## config.mk

```make
export PLATFORM = sky130hd
export DESIGN_NAME = cbus_arbiter
export DESIGN_NICKNAME = d
export VERILOG_FILES = /design/src/rtl/cbus_arbiter.sv
export SDC_FILE = /design/constraint.sdc
export NUM_CORES = 1
export LEC_CHECK = 0
export CELL_PAD_IN_SITES_DETAIL_PLACEMENT = 1
export CELL_PAD_IN_SITES_GLOBAL_PLACEMENT = 2
export CORE_AREA = 2 2 130 132
export DETAILED_ROUTE_END_ITERATION = 8
export DIE_AREA = 0 0 132 134
export DONT_BUFFER_PORTS = 1
export PLACE_DENSITY = 0.54
export SYNTH_ARGS = -nofsm -noshare
export SYNTH_HDL_FRONTEND = slang
export SYNTH_SLANG_ARGS = --single-unit
```

## constraint.sdc

```tcl
create_clock -name clk -period 1.85 [get_ports clk]
set_clock_uncertainty 0.15 [all_clocks]
set_input_delay 0.4625 -clock clk [delete_from_list [all_inputs] [get_ports clk]]
set_output_delay 0.4625 -clock clk [all_outputs]
set_load 0.02 [all_outputs]
```

## src/rtl/cbus_arbiter.sv

```systemverilog
// Two-port CBus arbiter: merges instruction and data requests onto one downstream port.
// A grant is held from acceptance until the final ready&last beat of the transaction.
package cbus_pkg;
    typedef struct packed {
        logic        valid;
        logic        is_write;
        logic [2:0]  size;
        logic [31:0] addr;
        logic [3:0]  strobe;
        logic [31:0] data;
        logic [3:0]  len;
    } cbus_req_t;

    typedef struct packed {
        logic        ready;
        logic        last;
        logic [31:0] data;
    } cbus_resp_t;
endpackage

module cbus_arbiter
    import cbus_pkg::*;
#(
    parameter int ROUND_ROBIN = 1
) (
    input  logic       clk,
    input  logic       resetn,
    input  cbus_req_t  ireq,
    output cbus_resp_t iresp,
    input  cbus_req_t  dreq,
    output cbus_resp_t dresp,
    output cbus_req_t  oreq,
    input  cbus_resp_t oresp
);
    localparam logic [0:0] IDLE = 1'b0;
    localparam logic [0:0] BUSY = 1'b1;

    logic [0:0] state;
    logic       grant;       // 0 = I, 1 = D
    logic       last_grant;
    logic       sel_d;

    // Reset value of last_grant (D) makes the first conflict go to I.
    always_comb begin
        sel_d = dreq.valid;
        if (ireq.valid && dreq.valid) begin
            sel_d = (ROUND_ROBIN != 0) ? ~last_grant : 1'b1;
        end
    end

    always_ff @(posedge clk or negedge resetn) begin
        if (!resetn) begin
            state      <= IDLE;
            grant      <= 1'b0;
            last_grant <= 1'b1;
        end else begin
            case (state)
                IDLE: begin
                    if (ireq.valid || dreq.valid) begin
                        state <= BUSY;
                        grant <= sel_d;
                    end
                end
                BUSY: begin
                    if (oresp.ready && oresp.last) begin
                        state      <= IDLE;
                        last_grant <= grant;
                    end
                end
                default: state <= IDLE;
            endcase
        end
    end

    // Read data fans out to both ports; only the granted port sees ready/last.
    always_comb begin
        oreq        = '0;
        iresp       = '0;
        dresp       = '0;
        iresp.data  = oresp.data;
        dresp.data  = oresp.data;
        if (state == BUSY) begin
            if (grant) begin
                oreq        = dreq;
                dresp.ready = oresp.ready;
                dresp.last  = oresp.last;
            end else begin
                oreq        = ireq;
                iresp.ready = oresp.ready;
                iresp.last  = oresp.last;
            end
        end
    end
endmodule
```

==> results by group, run 1 <==
Floorplanning
  – Core footprint: 16,300 um2
  – Row count: 47
  – Die height: 134 um
  – Initial Util: 11.8%
  – IO Pins: 335
  – Die W: 132 um
  – Die area: 17,700 um2

Detailed routing
  – Routed len/inst: 16.3 um
  – Routed wire length: 7.92 mm
  – Drt drc: 0
  – Vias per cell: 3.67
  – DRT Pass-1 Iters: 4
  – Post-DRT Antenna Nets: 0
  – Vias: 1,788
  – Initial DRC count: 32

STA
  – Final hold vios: 0
  – Worst slew pin tran: 257 ps
  – Max Fclk: 0.481 GHz
  – Worst setup margin: -230 ps
  – Slew Viols, Final: 0
  – Slew HR: 82.8%
  – Setup TNS: -13,200 ps
  – Count of final setup violators: 81
  – Period utilization: 112%
  – Crit path time final: 2080 ps
  – RSZ-0062 raised after global routing: true

Logic synthesis
  – Most common cell in the netlist: mux2i_1
  – Yosys reg bits: 3
  – Synth top cells by count: mux2i_1, nor2_1, buf_4
  – Post-synth top area share: 40.2%
  – Main synth FF type: dfrtp_1
  – Top post-synthesis cells by area: mux2i_1, buf_4, nor2_1
  – Number of synthesized flops with an enable pin: 0
  – Register area share after synthesis: 3.98%
  – Syn Area/Cell: 7.64 um2
  – Post-synth top area cell: mux2i_1
  – Post-Syn Nets: 441
  – Syn. warnings: 0
  – Gate Count Post-Synth: 251
  – Cell variety after synth: 18
  – Fraction of registers with async set/reset: 100%
  – Post-synthesis cell area: 1920 um2

Global routing
  – Congestion Overflow GR: 0
  – First-pass GRT wire length: 10.7 mm
  – GR Util All Layers: 7.70%
  – Largest net degree at the start of global routing: 55
  – Vias in the first global route: 1,818
  – Initial antenna violation count: 1

Worst setup path
  – CP Capture Type: output pin
  – Worst EP arrival: 1470 ps
  – CP Cell Sequence: buf_12 > buf_16 > mux2i_2 > nor2_1 > buf_4
  – Crit start category: flop
  – Crit path kind: flop to output pin
  – Slowest cell on the critical path: dfrtp_4
  – Crit Path Max Fanout: 7
  – Critical path origin: grant
  – Reg2Reg Launch Point: grant
  – Delay-heaviest family, CP: flip-flops
  – Worst Path Required: 1240 ps
  – WP buf/inv: 3
  – CP max stage delay: 510 ps

Power and ir drop
  – Pwr per Cell Area: 1090 nW/um2
  – Peak VDD IR: 0.000388 V
  – Leakage power: 1.23 nW

Hold path
  – Hold_sp: ireq[76]
  – Hold/Removal Path Class: primary input to flop

Status
  – Failing checks: setup timing
  – Status: complete, but fails checks

Placed design
  – Placement Setup Slack: -47.0 ps
  – I/O Buffers: 0
  – Placed Cells: 472
  – Routability cong.: 0.680
  – Dpl hpwl: 6.19 mm
  – Dpl cell area: 2170 um2

Job
  – Maxcap violations: 0

Finish
  – Fraction of layout cells with a size suffix above 1: 41.4%
  – Design area: 2510 um2
  – Nets: 457
  – Final Util: 15.4%
  – Fill cells: 1,961
  – Final non-filler cell total: 487
  – Synth-to-layout area growth: 31.1%

CTS
  – Root buf cell: clkbuf_16
  – Clk buf depth: 2
  – CTS clock-pin slew for the worst setup and hold paths: 30 ps
  – TritonCTS clock tree: done
  – Latest clock arrival within the worst-skew pair: 220 ps
  – Total CTS buffers: 3
  – CTS sink cnt: 3
  – CTS HTree Levels: 1
-- area by class of cell --
class	instances	area [um2]	area share, %
well taps	220	275	11.0
multi-input cells	166	1190	47.4
diodes	1	2.50	0.0996
flip-flops and latches	3	80.1	3.19
inverters	1	3.75	0.149
repair buffers	92	882	35.1
clock buffers	4	78.8	3.14
-- registers in the layout, summed over array words and instances, names as in the netlist --
signal and cells:
grant 1, last_grant 1, state 1
-- through the flow --
step / hold WS [ps] / power (mW)
floorplan: 16.9 / 1.75
global placement: 17.0 / 1.96
detailed placement: 17.1 / 2.01
CTS: 218 / 2.72
global route: 226 / 2.88
finish: 218 / 2.74
-- power by group --
part           switching (mW)  internal, mW  total (mW)  leakage [nW]
sequential             0.0232        0.0952       0.118        0.0316
clock                  0.0596         0.284       0.344        0.0382
combinational            1.16          1.11        2.27          1.16
-- per-layer routing --
layer  GRT usage [%]  up-vias  part of all wire (%)
met5               0        -                     0
met4            2.96        0                   2.3
met3            3.55       23                    13
met2            15.6      169                    56
met1            6.39      799                    29
li1                -      797                     -
-- placed cells by master (no fill, tap or decap), drive strengths merged --
cell,n
a32o,1
and3,2
buf,91
clkbuf,4
dfrtp,2
dfstp,1
diode,1
dlygate4sd3,1
inv,1
mux2,1
mux2i,77
nand2,3
nand2b,1
nand3,1
nor2,79
o31a,1
-- cell families (layout without fill, tap and decap cells) --
kind of cell	after synthesis	in the layout	share of synthesized area, %
muxes	78	78	40.8
DFF	3	3	3.98
and+or+nand+nor	86	86	17.8
buffers and inverters	82	97	36.4
other	0	1	0
AOI/OAI and AO/OA	2	2	0.979
-- what timing repair did --
action,CTS,global route
gates resized for setup,19,6
hold buffers,1,0
setup endpoints to repair,81,81
gates cloned,5,0
setup buffers,2,2
pin swaps,2,4
endpoints found under the hold margin,3,0
-- path summary, 6_finish.rpt --
path | endpoint | slack [ps] | cells past startpoint
setup / recovery | oreq[18] | -230 | 5
hold / removal | state | 220 | 1
setup reg to reg | last_grant | 540 | 3
hold reg to reg | grant | 470 | 2
max in group asynchronous | last_grant | 980 | 1
min in group asynchronous | state | 340 | 1
Power figures use the tool's default switching activity.
==> run 2, diff against run 1 <==
--- a/config.mk
+++ b/config.mk
@@ -5,6 +5,7 @@
 export SDC_FILE = /design/constraint.sdc
 export NUM_CORES = 1
 export LEC_CHECK = 0
+export CAP_MARGIN = 15
 export CELL_PAD_IN_SITES_DETAIL_PLACEMENT = 1
 export CELL_PAD_IN_SITES_GLOBAL_PLACEMENT = 2
 export CORE_AREA = 2 2 130 132
@@ -12,6 +13,7 @@
 export DIE_AREA = 0 0 132 134
 export DONT_BUFFER_PORTS = 1
 export PLACE_DENSITY = 0.54
+export SLEW_MARGIN = 20
 export SYNTH_ARGS = -nofsm -noshare
 export SYNTH_HDL_FRONTEND = slang
 export SYNTH_SLANG_ARGS = --single-unit
==> results of run 2 <==
No change in the layout: final DEF, timing and power equal those of run 1.
